File: src/rtl/bf_adder_if.sv
// Operand/result bundle for the bfloat16 adder.
interface bf_adder_if;
  logic        in_valid;
  logic [15:0] num1;
  logic [15:0] num2;
  logic        out_valid;
  logic [15:0] sum;

  modport master (output in_valid, num1, num2, input out_valid, sum);
  modport slave  (input in_valid, num1, num2, output out_valid, sum);
endinterface

File: src/rtl/bf_adder.sv
// Two-stage pipelined bfloat16 adder (align / add-normalize-round).
// Define BF_ADDER_RNE_EN for round-to-nearest-even; default build truncates toward zero.
module bf_adder (
  input  logic             clk,
  input  logic             rst,
  bf_adder_if.slave        bus
);

  localparam int unsigned EXP_W  = 8;
  localparam int unsigned FRAC_W = 7;
  localparam int unsigned MANT_W = 11;
  localparam logic [EXP_W-1:0] EXP_MAX = 8'hFF;
  localparam logic [15:0] QNAN = 16'h7FC0;

`ifdef BF_ADDER_RNE_EN
  localparam bit RNE_ON = 1'b1;
`else
  localparam bit RNE_ON = 1'b0;
`endif

  // stage 1 combinational
  logic [15:0]       a_c, b_c, big_c, sml_c;
  logic              a_big_c;
  logic [EXP_W-1:0]  d_c;
  logic [MANT_W-1:0] ma_c, ext_c, mb_c;
  logic [2*MANT_W-1:0] wide_c;
  logic              spec_c;
  logic [15:0]       spec_val_c;
  logic              a_nan_c, b_nan_c, a_inf_c, b_inf_c, a_zero_c, b_zero_c;

  // stage 1 registers
  logic              v1, spec1, sign1, sub1;
  logic [15:0]       spec_val1;
  logic [EXP_W-1:0]  exp1;
  logic [MANT_W-1:0] ma1, mb1;

  // stage 2 combinational
  logic [MANT_W:0]   raw_c;
  logic [3:0]        lz_c;
  logic [MANT_W-1:0] norm_c;
  logic signed [9:0] e_base_c, e2_c, e3_c;
  logic              round_up_c;
  logic [8:0]        mant9_c;
  logic [FRAC_W-1:0] frac_c;
  logic [15:0]       res_c;

  // Unpack, classify specials, order by magnitude and align the smaller operand
  always_comb begin
    a_c        = bus.in_valid ? bus.num1 : 16'h0000;
    b_c        = bus.in_valid ? bus.num2 : 16'h0000;
    a_nan_c    = (a_c[14:7] == EXP_MAX) && (a_c[6:0] != '0);
    b_nan_c    = (b_c[14:7] == EXP_MAX) && (b_c[6:0] != '0);
    a_inf_c    = (a_c[14:7] == EXP_MAX) && (a_c[6:0] == '0);
    b_inf_c    = (b_c[14:7] == EXP_MAX) && (b_c[6:0] == '0);
    a_zero_c   = (a_c[14:7] == '0);
    b_zero_c   = (b_c[14:7] == '0);
    spec_c     = 1'b1;
    spec_val_c = 16'h0000;
    if (a_nan_c || b_nan_c)      spec_val_c = QNAN;
    else if (a_inf_c && b_inf_c) spec_val_c = (a_c[15] != b_c[15]) ? QNAN : a_c;
    else if (a_inf_c)            spec_val_c = a_c;
    else if (b_inf_c)            spec_val_c = b_c;
    else if (a_zero_c && b_zero_c) spec_val_c = {a_c[15] & b_c[15], 15'h0000};
    else if (a_zero_c)           spec_val_c = b_c;
    else if (b_zero_c)           spec_val_c = a_c;
    else                         spec_c = 1'b0;

    a_big_c = a_c[14:0] >= b_c[14:0];
    big_c   = a_big_c ? a_c : b_c;
    sml_c   = a_big_c ? b_c : a_c;
    d_c     = big_c[14:7] - sml_c[14:7];
    ma_c    = {(big_c[14:7] != '0), big_c[6:0], 3'b000};
    ext_c   = {(sml_c[14:7] != '0), sml_c[6:0], 3'b000};
    wide_c  = {ext_c, 11'd0} >> d_c;
    // Bits shifted past the extension collapse into the sticky position
    if (d_c >= 8'd11) mb_c = 11'd1;
    else              mb_c = {wide_c[21:12], wide_c[11] | (|wide_c[10:0])};
  end

  always_ff @(posedge clk or posedge rst) begin
    if (rst) begin
      v1        <= 1'b0;
      spec1     <= 1'b0;
      spec_val1 <= '0;
      sign1     <= 1'b0;
      sub1      <= 1'b0;
      exp1      <= '0;
      ma1       <= '0;
      mb1       <= '0;
    end else begin
      v1        <= bus.in_valid;
      spec1     <= spec_c;
      spec_val1 <= spec_val_c;
      sign1     <= big_c[15];
      sub1      <= a_c[15] ^ b_c[15];
      exp1      <= big_c[14:7];
      ma1       <= ma_c;
      mb1       <= mb_c;
    end
  end

  // Add/subtract, normalize, round, then range-check the exponent
  always_comb begin
    lz_c     = '0;
    e_base_c = $signed({2'b00, exp1});
    raw_c    = sub1 ? ({1'b0, ma1} - {1'b0, mb1}) : ({1'b0, ma1} + {1'b0, mb1});
    for (int i = 0; i < MANT_W; i++) begin
      if (raw_c[i]) lz_c = 4'(MANT_W - 1 - i);
    end
    if (raw_c[MANT_W]) begin
      norm_c = {raw_c[11:2], raw_c[1] | raw_c[0]};
      e2_c   = e_base_c + 10'sd1;
    end else begin
      norm_c = raw_c[10:0] << lz_c;
      e2_c   = e_base_c - $signed({6'd0, lz_c});
    end
    round_up_c = RNE_ON & norm_c[2] & (norm_c[1] | norm_c[0] | norm_c[3]);
    mant9_c    = {1'b0, norm_c[10:3]} + {8'd0, round_up_c};
    if (mant9_c[8]) begin
      frac_c = mant9_c[7:1];
      e3_c   = e2_c + 10'sd1;
    end else begin
      frac_c = mant9_c[6:0];
      e3_c   = e2_c;
    end
    if (spec1)                 res_c = spec_val1;
    else if (raw_c == '0)      res_c = 16'h0000;
    else if (e3_c >= 10'sd255) res_c = {sign1, EXP_MAX, 7'h00};
    else if (e3_c <= 10'sd0)   res_c = {sign1, 15'h0000};
    else                       res_c = {sign1, e3_c[7:0], frac_c};
  end

  always_ff @(posedge clk or posedge rst) begin
    if (rst) begin
      bus.out_valid <= 1'b0;
      bus.sum       <= 16'h0000;
    end else begin
      bus.out_valid <= v1;
      if (v1) bus.sum <= res_c;
    end
  end

endmodule

File: src/flat_wrapper.sv
// flat-port wrapper written by rule: the top's interface ports become plain ports
module bf_adder_flat 
  (clk, rst, bus_in_valid, bus_num1, bus_num2, bus_out_valid, bus_sum);
  bf_adder_if bus_i ();
  input  logic clk;
  input  logic rst;
  input wire logic [$bits(bus_i.in_valid)-1:0] bus_in_valid;
  input wire logic [$bits(bus_i.num1)-1:0] bus_num1;
  input wire logic [$bits(bus_i.num2)-1:0] bus_num2;
  output wire logic [$bits(bus_i.out_valid)-1:0] bus_out_valid;
  output wire logic [$bits(bus_i.sum)-1:0] bus_sum;
  assign bus_i.in_valid = bus_in_valid;
  assign bus_i.num1 = bus_num1;
  assign bus_i.num2 = bus_num2;
  assign bus_out_valid = bus_i.out_valid;
  assign bus_sum = bus_i.sum;
  bf_adder u_core (.clk(clk), .rst(rst), .bus(bus_i));
endmodule
File: config.mk
export PLATFORM = sky130hd
export DESIGN_NAME = bf_adder_flat
export DESIGN_NICKNAME = d
export VERILOG_FILES = /design/src/rtl/bf_adder_if.sv /design/src/rtl/bf_adder.sv /design/src/flat_wrapper.sv
export SDC_FILE = /design/constraint.sdc
export NUM_CORES = 1
export LEC_CHECK = 0
export ABC_AREA = 1
export CAP_MARGIN = 0
export CORE_MARGIN = 10
export CORE_UTILIZATION = 50
export DETAILED_ROUTE_END_ITERATION = 7
export GPL_ROUTABILITY_DRIVEN = 0
export PLACE_DENSITY = 0.76
export SLEW_MARGIN = 20
export SYNTH_ARGS = -nofsm -noshare
export SYNTH_HDL_FRONTEND = slang
export SYNTH_SLANG_ARGS = --single-unit
File: constraint.sdc
create_clock -name clk -period 13.25 [get_ports clk]
set_input_delay 2.65 -clock clk [delete_from_list [all_inputs] [get_ports clk]]
set_output_delay 2.65 -clock clk [all_outputs]
set_load 0.02 [all_outputs]
==> results.txt <==
----------------------------------------------------
[Cells and area]
  Area added between synthesis and finish ... 14.8%
  Footprint of the flip-flops and latches ... 1600 um2
  Area taken by multi-input logic gates ... 3790 um2
  Fraction of final layout cells sized beyond drive strength 1 ... 5.45%
  Fillcell total ... 1110
  Post-layout utilization of the core ... 58.3%
  Total number of nets in the final design ... 1057
  Final instance count without filler cells ... 1138
  Area of all placed cells without fillers ... 6970 um2
  Number of antenna repair diodes ... 0

[Placement]
  I/O Buffers ... 51
  Post-detailed-placement cell area ... 6620 um2
  Number of cells after detailed placement ... 1122
  Post-DP HPWL ... 13.1 mm

[Yosys]
  Fraction of the yosys area taken by sequential cells ... 26.4%
  Share of Yosys cell area claimed by the top area cell type ... 26.4%
  Synth Flop Type ... dfrtp_1
  Top cells by area in the synthesized netlist ... dfrtp_1 26%, nand2_1 16%, inv_1 7.8%, ha_1 7.0%, nand3_1 5.5%
  Netlist area before placement ... 6070 um2
  Netlist cell types ... 46
  Flip-flop and latch count after synthesis ... 64
  Share of async-settable or async-resettable flops after synthesis ... 100%
  Number of enable flip-flop cells after synthesis ... 0
  Synthesis Warnings ... 0
  Largest area contributor in the synthesized netlist ... dfrtp_1
  Post-synthesis area per instance ... 6.39 um2
  Net count after synthesis ... 1020
  Syn Inst Count ... 949

[Floorplan]
  Area of the die ... 16900 um2
  Die width ... 130 um
  Core Box Area ... 12000 um2
  Top-level port count ... 52
  Std-Cell Rows ... 40
  Initial Utilization ... 50.7%
  DIE HEIGHT ... 130 um

[Setup path]
  Kind of critical path ... in -> reg
  Start point of the critical path ... bus_in_valid
  Launching point of the worst reg2reg path ... u_core.mb1[4]
  Reg-to-reg critical path endpoint ... u_core.bus.sum[4]
  Biggest fanout along the worst timing path ... 51
  Required arrival time at the worst endpoint ... 13.47 ns
  Crit path launch type ... primary input
  Critical Path Most Common Cell ... nand2_1
  Worst path max stage delay ... 0.61 ns
  Worst reg2reg setup slack ... 7.76 ns
  Worst reg-to-reg path cell count ... 28
  Signal arrival time at the worst endpoint ... 7.69 ns
  Slowest stage cell on the critical path ... xor2_1
  Critical Path Sink ... u_core.mb1[0]
  Worst Setup End Kind ... register

[Route]
  Residual DRC ... 0
  Vias ... 6393
  Avg Vias per Cell ... 5.62
  DR WL/cell ... 14.9 um
  Remaining antenna violation count ... 0
  Wirelength, routed ... 16.9 mm
  Total iterations of the first detailed-routing run ... 6
  Number of DRC violations after detailed-routing iteration 0 ... 875

[Pwr]
  Power density over cell area ... 138 nW/um2
  Power, Total ... 0.962 mW
  Maximum resistive drop on vdd ... 70.2 uV
  Leakage power total ... 3.70 nW

[Clock network]
  H-Tree Level Count ... 3
  CTS tree ... done
  Inserted Clock Buffers ... 9
  Clock Latency Late Sink ... 0.33 ns
  Buffers inserted by post-CTS timing repair ... 0
  Clock tree buffer depth ... 2
  Clock-pin transition on the worst setup and hold timing paths ... 0.06 ns
  Hold-fix buffers at CTS ... 0
  Number of clock sinks ... 64
  Post-cts resize count ... 0
  Master cell of the clock root buffer ... clkbuf_16

[STA]
  Crit share post-route ... 56.4%
  Worst-Margin Slew ... 0.843 ns
  Max-slew violation total from the final report ... 0
  Layout Skew ... 0.00863 ns
  Final setup TNS ... 0 ns
  Endpoints failing hold ... 0
  Tmin final ... 7.47 ns
  Setup repair after global routing missed its margin ... no
  Setup Viol. Count Final ... 0
  Timing-limited maximum frequency ... 134 MHz
  Worst relative slew slack ... 43.4%

[GRT]
  Via count of the first global-routing pass ... 5864
  Global Route Usage Sum ... 20.0%
  Initial antenna violation count ... 0
  First-pass GRT wire length ... 27.9 mm
  Pin count of the biggest net entering global routing ... 65
  Global route total overflow ... 0

[Worst hold path]
  Min-Delay Path Class ... reg -> reg

[Job]
  Max-cap violations ... 0

[Outcome]
  Status ... completed

----------------------------------------------------
## logic make-up after synthesis
kind of cell,synth area share (%)
buffers and inverters,11.2
AND/OR/NAND/NOR,35.5
AO/OA/AOI/OAI,16.4
multiplexers,0.330
XOR/XNOR,2.60
flip-flops,26.4
adder cells (fa/ha/maj),7.67
## final cells by class
| class | count | share of cell area [%] |
|---|---|---|
| Tap cell | 147 | 2.64 |
| Timing Repair Buffer | 54 | 7.65 |
| Inverter | 136 | 7.33 |
| Clock inverter | 7 | 1.80 |
| Multi-Input combinational cell | 721 | 54.4 |
| Sequential cell | 64 | 23.0 |
| Clock buffer | 9 | 3.23 |
## where the power goes
| group | leakage (nW) | switching, mW | internal, mW | total (mW) |
|---|---|---|---|---|
| registers | 0.819 | 0.0194 | 0.222 | 0.242 |
| logic | 2.71 | 0.287 | 0.156 | 0.443 |
| clock network | 0.171 | 0.0913 | 0.186 | 0.277 |
## state kept, by name (all words and copies together) (netlist names)
signal	cells
u_core.bus.sum	16
u_core.spec_val1	16
u_core.mb1	11
u_core.exp1	8
u_core.ma1	8
u_core.bus.out_valid	1
u_core.sign1	1
u_core.spec1	1
u_core.sub1	1
u_core.v1	1
## synth_stat cells, types with 3 or more instances
cell type	instances
nand2_2	13
a211oi_1	3
nand2_1	265
dfrtp_1	64
nor3_1	16
buf_2	4
o21bai_1	3
o211ai_1	13
xor2_1	18
nor2_1	73
inv_1	126
clkbuf_1	15
nand3b_1	3
nand2_4	3
nor4_1	8
o21ai_0	66
buf_6	5
ha_1	34
a21oi_1	60
o21ai_1	7
o2111ai_1	9
nand4_1	31
o22ai_1	5
inv_2	8
nand3_1	67
## cells in the final DEF (no fill, tap or decap), types with 7 or more instances in the layout
cell type        instances
a21oi_1                 60
clkbuf_16                9
clkdlybuf4s50_1         51
dfrtp_1                 64
ha_1                    34
inv_1                  125
inv_2                    9
nand2_1                265
nand2_2                 13
nand3_1                 67
nand4_1                 31
nor2_1                  73
nor3_1                  16
nor4_1                   8
o2111ai_1                9
o211ai_1                13
o21ai_0                 66
o21ai_1                  7
xor2_1                  18
## worst min-delay path by stage
stage          cells after the start                    to  slack (ns)               start
6_report                           2    u_core.bus.sum[10]        0.51  u_core.bus.sum[10]
5_1_grt                            2     u_core.bus.sum[9]        0.54   u_core.bus.sum[9]
4_1_cts                            2     u_core.bus.sum[9]        0.51   u_core.bus.sum[9]
3_5_place_dp                       2     u_core.bus.sum[9]        0.49   u_core.bus.sum[9]
3_3_place_gp                       2     u_core.bus.sum[7]        0.49   u_core.bus.sum[7]
2_1_floorplan                      0  u_core.bus.out_valid        0.35           u_core.v1
## worst max-delay path, delay by kind of cell
kind                       cells  cell delay [ns]
xor gates and xnor gates       1             0.61
adders and majority gates      2             0.79
buffers and inverters          4             1.31
and+or+nand+nor               21             2.31
## layer usage
| layer | GRT usage, % | part of all wire, % | vias to the layer above |
|---|---|---|---|
| met3 | 3.33 | 7.5 | 29 |
| met1 | 27.1 | 44 | 2904 |
| li1 | - | - | 3209 |
| met5 | 0 | 0 | - |
| met4 | 5.75 | 1.8 | 0 |
| met2 | 31.8 | 47 | 251 |
## through the flow
| step | hold slack, ns | setup WS, ns |
|---|---|---|
| 6_report | 0.511 | 5.78 |
| 5_1_grt | 0.537 | 5.17 |
| 4_1_cts | 0.511 | 5.88 |
| 3_5_place_dp | 0.493 | 5.54 |
| 3_3_place_gp | 0.488 | 5.75 |
| 2_1_floorplan | 0.352 | 6.90 |
(Power assumes the default switching activity.)
